## config.mk

```make
export PLATFORM = sky130hd
export DESIGN_NAME = secded_arq_ctrl_flat
export DESIGN_NICKNAME = d
export VERILOG_FILES = /design/src/rtl/secded_arq_pkg.sv /design/src/rtl/secded_arq_ctrl_if.sv /design/src/rtl/secded_arq_ctrl_stats.sv /design/src/rtl/secded_arq_ctrl.sv /design/src/flat_wrapper.sv
export SDC_FILE = /design/constraint.sdc
export NUM_CORES = 1
export LEC_CHECK = 0
export ABC_AREA = 0
export BUFFER_PORTS_ARGS = -buffer_cell sky130_fd_sc_hd__buf_2
export CORE_MARGIN = 3
export CORE_UTILIZATION = 40
export CTS_CLUSTER_SIZE = 10
export DETAILED_ROUTE_END_ITERATION = 8
export GPL_ROUTABILITY_DRIVEN = 1
export PLACE_DENSITY = 0.78
export SYNTH_ARGS = -nofsm -noshare
export SYNTH_HDL_FRONTEND = slang
export SYNTH_SLANG_ARGS = --single-unit
```

## constraint.sdc

```tcl
create_clock -name clk -period 3.6 [get_ports clk]
set_clock_uncertainty 0.15 [all_clocks]
set_input_delay 0.18 -clock clk [delete_from_list [all_inputs] [get_ports clk]]
set_output_delay 0.18 -clock clk [all_outputs]
set_load 0.02 [all_outputs]
```

## src/rtl/secded_arq_pkg.sv

```systemverilog
// secded_arq_pkg: shared FSM states, error-injection modes and width helper for the ARQ controller.
package secded_arq_pkg;
   typedef enum logic [2:0] {S_IDLE, S_WRITE, S_READ, S_WAIT, S_DELIVER, S_FAIL} state_t;
   localparam logic [1:0] ERR_NONE   = 2'b00;
   localparam logic [1:0] ERR_SINGLE = 2'b01;
   localparam logic [1:0] ERR_DOUBLE = 2'b10;
   function automatic int cw(input int n);
      return (n < 2) ? 1 : $clog2(n);
   endfunction
endpackage

```

## src/rtl/secded_arq_ctrl_if.sv

```systemverilog
// secded_arq_ctrl_if: producer, FIFO and consumer signals of the ARQ controller.
interface secded_arq_ctrl_if import secded_arq_pkg::*; #(
   parameter int DATA_WIDTH  = 8,
   parameter int MAX_RETRIES = 3
);
   localparam int RW = cw(MAX_RETRIES + 1);
   logic                  src_valid;
   logic [DATA_WIDTH-1:0] src_data;
   logic                  src_ready;
   logic [1:0]            inj_mode;
   logic                  fifo_wr_en;
   logic [DATA_WIDTH-1:0] fifo_data_in;
   logic                  fifo_rd_en;
   logic [1:0]            fifo_err_mode;
   logic [DATA_WIDTH-1:0] fifo_data_out;
   logic                  fifo_ack;
   logic                  fifo_nack;
   logic                  dst_valid;
   logic [DATA_WIDTH-1:0] dst_data;
   logic                  dst_ready;
   logic                  drop;
   logic                  busy;
   logic [RW-1:0]         retry_cnt;
   modport master (
      input  src_valid, src_data, inj_mode, fifo_data_out, fifo_ack, fifo_nack, dst_ready,
      output src_ready, fifo_wr_en, fifo_data_in, fifo_rd_en, fifo_err_mode, dst_valid, dst_data,
             drop, busy, retry_cnt
   );
   modport slave (
      output src_valid, src_data, inj_mode, fifo_data_out, fifo_ack, fifo_nack, dst_ready,
      input  src_ready, fifo_wr_en, fifo_data_in, fifo_rd_en, fifo_err_mode, dst_valid, dst_data,
             drop, busy, retry_cnt
   );
endinterface

```

## src/rtl/secded_arq_ctrl_stats.sv

```systemverilog
// arq_stats: saturating ack/nack/drop counters; exists only when ARQ_STATS_EN is defined.
`ifdef ARQ_STATS_EN
module arq_stats (
   input  logic        clk,
   input  logic        rst,
   input  logic        i_ack,
   input  logic        i_nack,
   input  logic        i_drop,
   output logic [15:0] o_ack,
   output logic [15:0] o_nack,
   output logic [15:0] o_drop
);
   logic [15:0] r_ack, r_nack, r_drop;
   always_ff @(posedge clk or posedge rst) begin
      if (rst) begin
         r_ack  <= '0;
         r_nack <= '0;
         r_drop <= '0;
      end else begin
         if (i_ack && !(&r_ack)) r_ack <= r_ack + 16'd1;
         if (i_nack && !(&r_nack)) r_nack <= r_nack + 16'd1;
         if (i_drop && !(&r_drop)) r_drop <= r_drop + 16'd1;
      end
   end
   assign o_ack  = r_ack;
   assign o_nack = r_nack;
   assign o_drop = r_drop;
endmodule
`endif

```

## src/rtl/secded_arq_ctrl.sv

```systemverilog
// secded_arq_ctrl: stop-and-wait ARQ sequencer for the SECDED FIFO link.
// Optional ARQ_STATS_EN adds saturating stat_ack/stat_nack/stat_drop outputs.
module secded_arq_ctrl import secded_arq_pkg::*; #(
   parameter int DATA_WIDTH  = 8,
   parameter int MAX_RETRIES = 3,
   parameter int ACK_TIMEOUT = 4
) (
   input logic clk,
   input logic rst,
   secded_arq_ctrl_if.master bus
`ifdef ARQ_STATS_EN
   ,
   output logic [15:0] stat_ack,
   output logic [15:0] stat_nack,
   output logic [15:0] stat_drop
`endif
);
   localparam int RW = cw(MAX_RETRIES + 1);
   localparam int TW = cw(ACK_TIMEOUT + 1);
   state_t                r_state, w_next;
   logic [DATA_WIDTH-1:0] r_hold, r_dst;
   logic [1:0]            r_mode;
   logic [RW-1:0]         r_retry;
   logic [TW-1:0]         r_to;
   logic                  r_src_ready;
   logic                  w_ack, w_bad, w_can_retry, w_accept;
   assign w_accept    = r_state == S_IDLE && bus.src_valid;
   assign w_ack       = r_state == S_WAIT && !bus.fifo_nack && bus.fifo_ack;
   // nack beats ack; a timeout only counts when no ack arrived that cycle
   assign w_bad       = r_state == S_WAIT && (bus.fifo_nack || (!bus.fifo_ack && r_to == TW'(ACK_TIMEOUT - 1)));
   assign w_can_retry = r_retry < RW'(MAX_RETRIES);
   always_comb begin
      w_next = S_IDLE;
      unique case (r_state)
         S_IDLE:    w_next = bus.src_valid ? S_WRITE : S_IDLE;
         S_WRITE:   w_next = S_READ;
         S_READ:    w_next = S_WAIT;
         S_WAIT:    w_next = w_ack ? S_DELIVER : w_bad ? (w_can_retry ? S_WRITE : S_FAIL) : S_WAIT;
         S_DELIVER: w_next = bus.dst_ready ? S_IDLE : S_DELIVER;
         default:   w_next = S_IDLE;
      endcase
   end
   // src_ready is registered so it stays low throughout reset
   always_ff @(posedge clk or posedge rst) begin
      if (rst) begin
         r_state     <= S_IDLE;
         r_src_ready <= 1'b0;
         r_hold      <= '0;
         r_dst       <= '0;
         r_mode      <= ERR_NONE;
         r_retry     <= '0;
         r_to        <= '0;
      end else begin
         r_state     <= w_next;
         r_src_ready <= w_next == S_IDLE;
         if (w_accept) begin
            r_hold  <= bus.src_data;
            r_mode  <= bus.inj_mode;
            r_retry <= '0;
         end else if (w_bad && w_can_retry) begin
            r_retry <= r_retry + 1'b1;
            r_mode  <= ERR_NONE;
         end else if (w_ack || w_bad) begin
            r_mode  <= ERR_NONE;
         end
         if (w_ack) r_dst <= bus.fifo_data_out;
         r_to <= (r_state == S_READ) ? '0 :
                 (r_state == S_WAIT && r_to != TW'(ACK_TIMEOUT)) ? r_to + 1'b1 : r_to;
      end
   end
   assign bus.src_ready     = r_src_ready;
   assign bus.fifo_wr_en    = r_state == S_WRITE;
   assign bus.fifo_data_in  = r_hold;
   assign bus.fifo_rd_en    = r_state == S_READ;
   assign bus.fifo_err_mode = r_mode;
   assign bus.dst_valid     = r_state == S_DELIVER;
   assign bus.dst_data      = r_dst;
   assign bus.drop          = r_state == S_FAIL;
   assign bus.busy          = r_state != S_IDLE;
   assign bus.retry_cnt     = r_retry;
`ifdef ARQ_STATS_EN
   arq_stats u_stats (
      .clk    (clk),
      .rst    (rst),
      .i_ack  (w_ack),
      .i_nack (w_bad),
      .i_drop (r_state == S_FAIL),
      .o_ack  (stat_ack),
      .o_nack (stat_nack),
      .o_drop (stat_drop)
   );
`endif
endmodule

```

## src/flat_wrapper.sv

```systemverilog
// flat-port wrapper written by rule: the top's interface ports become plain ports
module secded_arq_ctrl_flat import secded_arq_pkg::*;
#(
   parameter int DATA_WIDTH  = 8,
   parameter int MAX_RETRIES = 3,
   parameter int ACK_TIMEOUT = 4
)
  (clk, rst, bus_src_valid, bus_src_data, bus_inj_mode, bus_fifo_data_out, bus_fifo_ack, bus_fifo_nack, bus_dst_ready, bus_src_ready, bus_fifo_wr_en, bus_fifo_data_in, bus_fifo_rd_en, bus_fifo_err_mode, bus_dst_valid, bus_dst_data, bus_drop, bus_busy, bus_retry_cnt);
  secded_arq_ctrl_if #(.DATA_WIDTH(DATA_WIDTH), .MAX_RETRIES(MAX_RETRIES)) bus_i ();
  input logic clk;
  input logic rst;
  input wire logic [$bits(bus_i.src_valid)-1:0] bus_src_valid;
  input wire logic [$bits(bus_i.src_data)-1:0] bus_src_data;
  input wire logic [$bits(bus_i.inj_mode)-1:0] bus_inj_mode;
  input wire logic [$bits(bus_i.fifo_data_out)-1:0] bus_fifo_data_out;
  input wire logic [$bits(bus_i.fifo_ack)-1:0] bus_fifo_ack;
  input wire logic [$bits(bus_i.fifo_nack)-1:0] bus_fifo_nack;
  input wire logic [$bits(bus_i.dst_ready)-1:0] bus_dst_ready;
  output wire logic [$bits(bus_i.src_ready)-1:0] bus_src_ready;
  output wire logic [$bits(bus_i.fifo_wr_en)-1:0] bus_fifo_wr_en;
  output wire logic [$bits(bus_i.fifo_data_in)-1:0] bus_fifo_data_in;
  output wire logic [$bits(bus_i.fifo_rd_en)-1:0] bus_fifo_rd_en;
  output wire logic [$bits(bus_i.fifo_err_mode)-1:0] bus_fifo_err_mode;
  output wire logic [$bits(bus_i.dst_valid)-1:0] bus_dst_valid;
  output wire logic [$bits(bus_i.dst_data)-1:0] bus_dst_data;
  output wire logic [$bits(bus_i.drop)-1:0] bus_drop;
  output wire logic [$bits(bus_i.busy)-1:0] bus_busy;
  output wire logic [$bits(bus_i.retry_cnt)-1:0] bus_retry_cnt;
  assign bus_i.src_valid = bus_src_valid;
  assign bus_i.src_data = bus_src_data;
  assign bus_i.inj_mode = bus_inj_mode;
  assign bus_i.fifo_data_out = bus_fifo_data_out;
  assign bus_i.fifo_ack = bus_fifo_ack;
  assign bus_i.fifo_nack = bus_fifo_nack;
  assign bus_i.dst_ready = bus_dst_ready;
  assign bus_src_ready = bus_i.src_ready;
  assign bus_fifo_wr_en = bus_i.fifo_wr_en;
  assign bus_fifo_data_in = bus_i.fifo_data_in;
  assign bus_fifo_rd_en = bus_i.fifo_rd_en;
  assign bus_fifo_err_mode = bus_i.fifo_err_mode;
  assign bus_dst_valid = bus_i.dst_valid;
  assign bus_dst_data = bus_i.dst_data;
  assign bus_drop = bus_i.drop;
  assign bus_busy = bus_i.busy;
  assign bus_retry_cnt = bus_i.retry_cnt;
  secded_arq_ctrl #(.DATA_WIDTH(DATA_WIDTH), .MAX_RETRIES(MAX_RETRIES), .ACK_TIMEOUT(ACK_TIMEOUT)) u_core (.clk(clk), .rst(rst), .bus(bus_i));
endmodule
```

# Word-level counts from Yosys, hierarchy flattened
# Index checks and enable logic that the tools add are counted.
# classes
n_addsub	2
n_mul	0
n_div	0
order_cmp	1
eq_ne	7
n_shift	0
muxes	13
bitwise_logic	0
n_reduce_logical	17
# ops
operator	count
$mux 3	6
$pmux 3 s5	1
$mux 2	5
$eq 3x2->1 const B	3
$logic_and 1x1->1	7
$eq 3x3->1 const B	2
$logic_not 3->1	2
$reduce_bool 3->1	2
$reduce_bool 2->1	2
$add 3x1->3 const B	1
$eq 3x1->1 const B	1
$ne 3x3->1 const B	1
$add 2x1->2 const B	1
$logic_not 1->1	2
$logic_or 1x1->1	2
$lt 2x2->1 const B	1
$mux 1	1
# word_totals
reg_bits	27
latch_bits	0
ramBits	0
rom_bits	0
input_bits	24
output_inout_bits	26
elab_cells	47
mem_count	0

# Longest topological paths before layout
# depth
ltp_word	8
depth_mapped	6
ltp_nobuf	5

# Worst setup path before layout
# No wires, ideal clock.
# synth_path
path_kind	register to register
start	reg u_core.r_state[2]
end	reg u_core.r_hold[1], in the netlist u_core.bus.fifo_data_in[1]
setup_ps	125
t_arrival_ps	1498
required_ps	3325
path_slack_ps	1827
stages_incl_launch_ff	6
path_buffers	3
synth_period_minus_slack_ps	1773
path_cell_list	dfrtp_1 buf_6 or4b_4 buf_6 buf_12 mux2_4
# synth_between
elab_chain_cells	2
# synth_lines
item	line_no	rtl
from (decl)	secded_arq_ctrl.sv:20	state_t r_state, w_next;
from (signal assigned)	secded_arq_ctrl.sv:54	r_state <= w_next;
$logic_not 3->1	secded_arq_ctrl.sv:27	assign w_accept = r_state == S_IDLE && bus.src_valid;
$logic_and 1x1->1	secded_arq_ctrl.sv:27	
to (signal assigned)	secded_arq_ctrl.sv:57	r_hold <= bus.src_data;
to (decl)	secded_arq_ctrl.sv:21	logic [DATA_WIDTH-1:0] r_hold, r_dst;
# No other way between the ends.
# A chain may end at the register's enable or synchronous reset.

# Worst setup path after layout
# layout_path
start	reg u_core.r_state[1]
end	reg u_core.r_dst[3], in the netlist u_core.bus.dst_data[3]
# layout_between
elab_chain_cells	3
# layout_lines
item	line_no	rtl
$eq 3x2->1	secded_arq_ctrl.sv:28	assign w_ack = r_state == S_WAIT && !bus.fifo_nack && bus.fifo_ack;
$logic_and 1x1->1 (2 in a row)	secded_arq_ctrl.sv:28	
to (signal assigned)	secded_arq_ctrl.sv:66	if (w_ack) r_dst <= bus.fifo_data_out;
to (decl)	secded_arq_ctrl.sv:21	
# No other way between the ends.

==> metrics.yaml <==
outcome:
  status: "complete, no violations"
place:
  dp_cells: 188
  pre_cts_slack_ns: 1.77
  port_buffers: 49
  place_area_um2: 1500
  routabilityCongestion: 0.779
  dp_hpwl_um: 1820
sta:
  setup_viol: 0
  finalWorstSetupSlack_ns: 1.74
  worstMarginPinSlew_ns: 0.986
  slew_headroom: 0.342
  period_share: 0.517
  hold_viol_final: 0
  fmax_mhz: 537
  fin_tns_setup_ns: 0
  rsz0062_at_grt: "no"
  slew_violations: 0
  fin_crit_ns: 1.86
setup_path:
  cp_slowest_cell: "dfrtp_1"
  crit_path_end_kind: "register"
  crit_path_cell_trace: "nand3b_1 -> nor2_2 -> mux2_2"
  cp_max_fo: 11
  cp-start-kind: "register"
  cp_data_arrival_time_ns: 1.93
  critPathMaxStageDelay_ns: 0.55
  worstSetupPathType: "register to register"
  worstPathRequired_ns: 3.67
floorplan:
  die_area_um2: 3850
  num_rows: 19
  initial_core_util: 0.436
  io-pin-count: 50
  die_w_um: 62.0
  core-area_um2: 2880
  dieHeight_um: 62.0
route:
  ant_nets: 0
  post-route-drc-count: 0
  wl_um: 2690
  vias: 1019
  firstDrtPassIters: 4
  via_per_inst: 4.78
  wire_per_inst_um: 12.6
  drt-initial-drc-count: 37
pwr:
  power_density_nw_per_um2: 778
  ir_worst_vdd_uv: 422
  total_power_mw: 1.35
  leakagePower_nw: 0.907
run:
  cap_violations: 0
layout:
  nNetsFinal: 200
  diodes: 0
  fin_area_um2: 1740
  final_layout_size_suffix_gt1_frac: 0.415
  area.growth.synth_to_final_pct: 38.8
  stdcell_count: 213
synthesis:
  avgSynthCellArea_um2: 12.3
  netlist_instances: 102
  yosysSeqAreaShare: 0.538
  yosysUniqueCellTypes: 28
  syn-cell-area_um2: 1250
  synth_nets: 130
  ys_seq_elements: 27
  ys.warnings.count: 0
grt:
  grt_max_degree: 28
  grt_pass1_vias: 964
  antenna_found_initial: 0
  track_usage: 0.142
  grt.overflow.total: 0
  grt_pass1_wl_um: 4110
clocking:
  cts_root_buf: "clkbuf_4"
  clkTransAtPathRegs_ns: 0.14
  ctsResizeCount: 0
  htreeDepth: 1
  cts-buffers-inserted: 3
  cts_hold_buf: 21
  cts_tree: "yes"
  clock-sinks: 27
  max-clock-path-buffers: 2
  cts_setup_buffers: 0
  worst_skew_pair.late_latency_ns: 0.32
worst_hold_path:
  hold_class: "input pin to register"
==> cells in the mapped netlist (all sizes together) <==
cell type | n | share of area
mux2i | 3 | 0.024
o21ai | 3 | 0.012
clkbuf | 1 | 0.0030
nor3 | 2 | 0.0080
inv | 10 | 0.030
mux2 | 16 | 0.16
o31ai | 1 | 0.0060
buf | 4 | 0.038
nor3b | 1 | 0.0060
nor2 | 7 | 0.023
dfrtp | 27 | 0.54
or3 | 1 | 0.0050
and3b | 1 | 0.0070
a31oi | 1 | 0.0050
nand2b | 3 | 0.015
a21o | 2 | 0.012
or4b | 1 | 0.011
ha | 4 | 0.040
o22ai | 4 | 0.020
nand3b | 1 | 0.0060
nand2 | 6 | 0.018
a211o | 1 | 0.0070
a2bb2oi | 1 | 0.0070
a21oi | 1 | 0.0040
==> flip-flops by register name, indices dropped and copies added, names as in the netlist <==
register,count
u_core.r_state,3
u_core.bus.retry_cnt,2
u_core.bus.fifo_err_mode,2
u_core.r_to,3
u_core.bus.fifo_data_in,8
u_core.bus.src_ready,1
u_core.bus.dst_data,8
==> power by group <==
group	internal, mW	switching, mW
clock network	0.0424	0.0881
logic	0.303	0.377
registers	0.442	0.101
==> per-layer routing <==
layer,part of all wire,global-route usage
met3,0.063,0.0248
met5,0,0
met2,0.52,0.254
met4,0.013,0.0455
met1,0.40,0.170
==> final timing paths <==
kind / startpoint / to / slack, ns / cells past startpoint
min reg2reg: u_core.bus.fifo_data_in[0] / u_core.bus.fifo_data_in[0] / 0.37 / 1
min: bus_fifo_ack / u_core.r_state[1] / 0.04 / 4
max: u_core.r_state[1] / u_core.bus.dst_data[3] / 1.74 / 3
min in group asynchronous: rst / u_core.bus.fifo_data_in[2] / 0.47 / 3
max in group asynchronous: rst / u_core.bus.fifo_data_in[5] / 2.24 / 3
max reg2reg: u_core.r_state[1] / u_core.bus.dst_data[3] / 1.74 / 3
==> layout by cell type (no fill, tap or decap), types with 2 or more instances in the layout <==
cell type      instances
buf_2                 49
a21o_1                 2
mux2i_1                3
nand2b_1               3
o21ai_0                3
mux2_4                 4
dlygate4sd3_1         21
ha_1                   4
o22ai_1                4
mux2_2                12
nor2_1                 6
clkbuf_4               3
nand2_1                6
inv_1                 10
dfrtp_1               27
nor3_1                 2
==> critical path, delay by kind of cell (launching register included) <==
family	cells	cell delay, ns
mux	1	0.39
simple gates	2	0.67
flops	1	0.55
==> final cells by class <==
cell class,instances,area (um2)
inverters,10,37.5
repair buffers,70,455
well taps,42,52.6
clock buffers,3,22.5
flip-flops and latches,27,676
multi-input cells,60,490
clock inverters,1,7.51
fillers,236,1130
==> kinds of logic (layout without fill, tap and decap cells) <==
| kind of cell | Yosys count | count (layout) | synth area share |
|---|---|---|---|
| DFF | 27 | 27 | 0.538 |
| adders and majority gates | 4 | 4 | 0.0399 |
| AOI/OAI and AO/OA | 14 | 14 | 0.0728 |
| buffers and inverters | 15 | 84 | 0.0708 |
| and+or+nand+nor | 23 | 23 | 0.0987 |
| muxes | 19 | 19 | 0.179 |
==> per-stage QoR <==
stage | hold slack, ns | util
finish | 0.0433 | 0.605
global route | 0.0860 | 0.605
CTS | 0.0284 | 0.605
detailed placement | 0.253 | 0.522
global placement | 0.253 | 0.522
floorplan | 0.0827 | -
(Power assumes the default switching activity.)
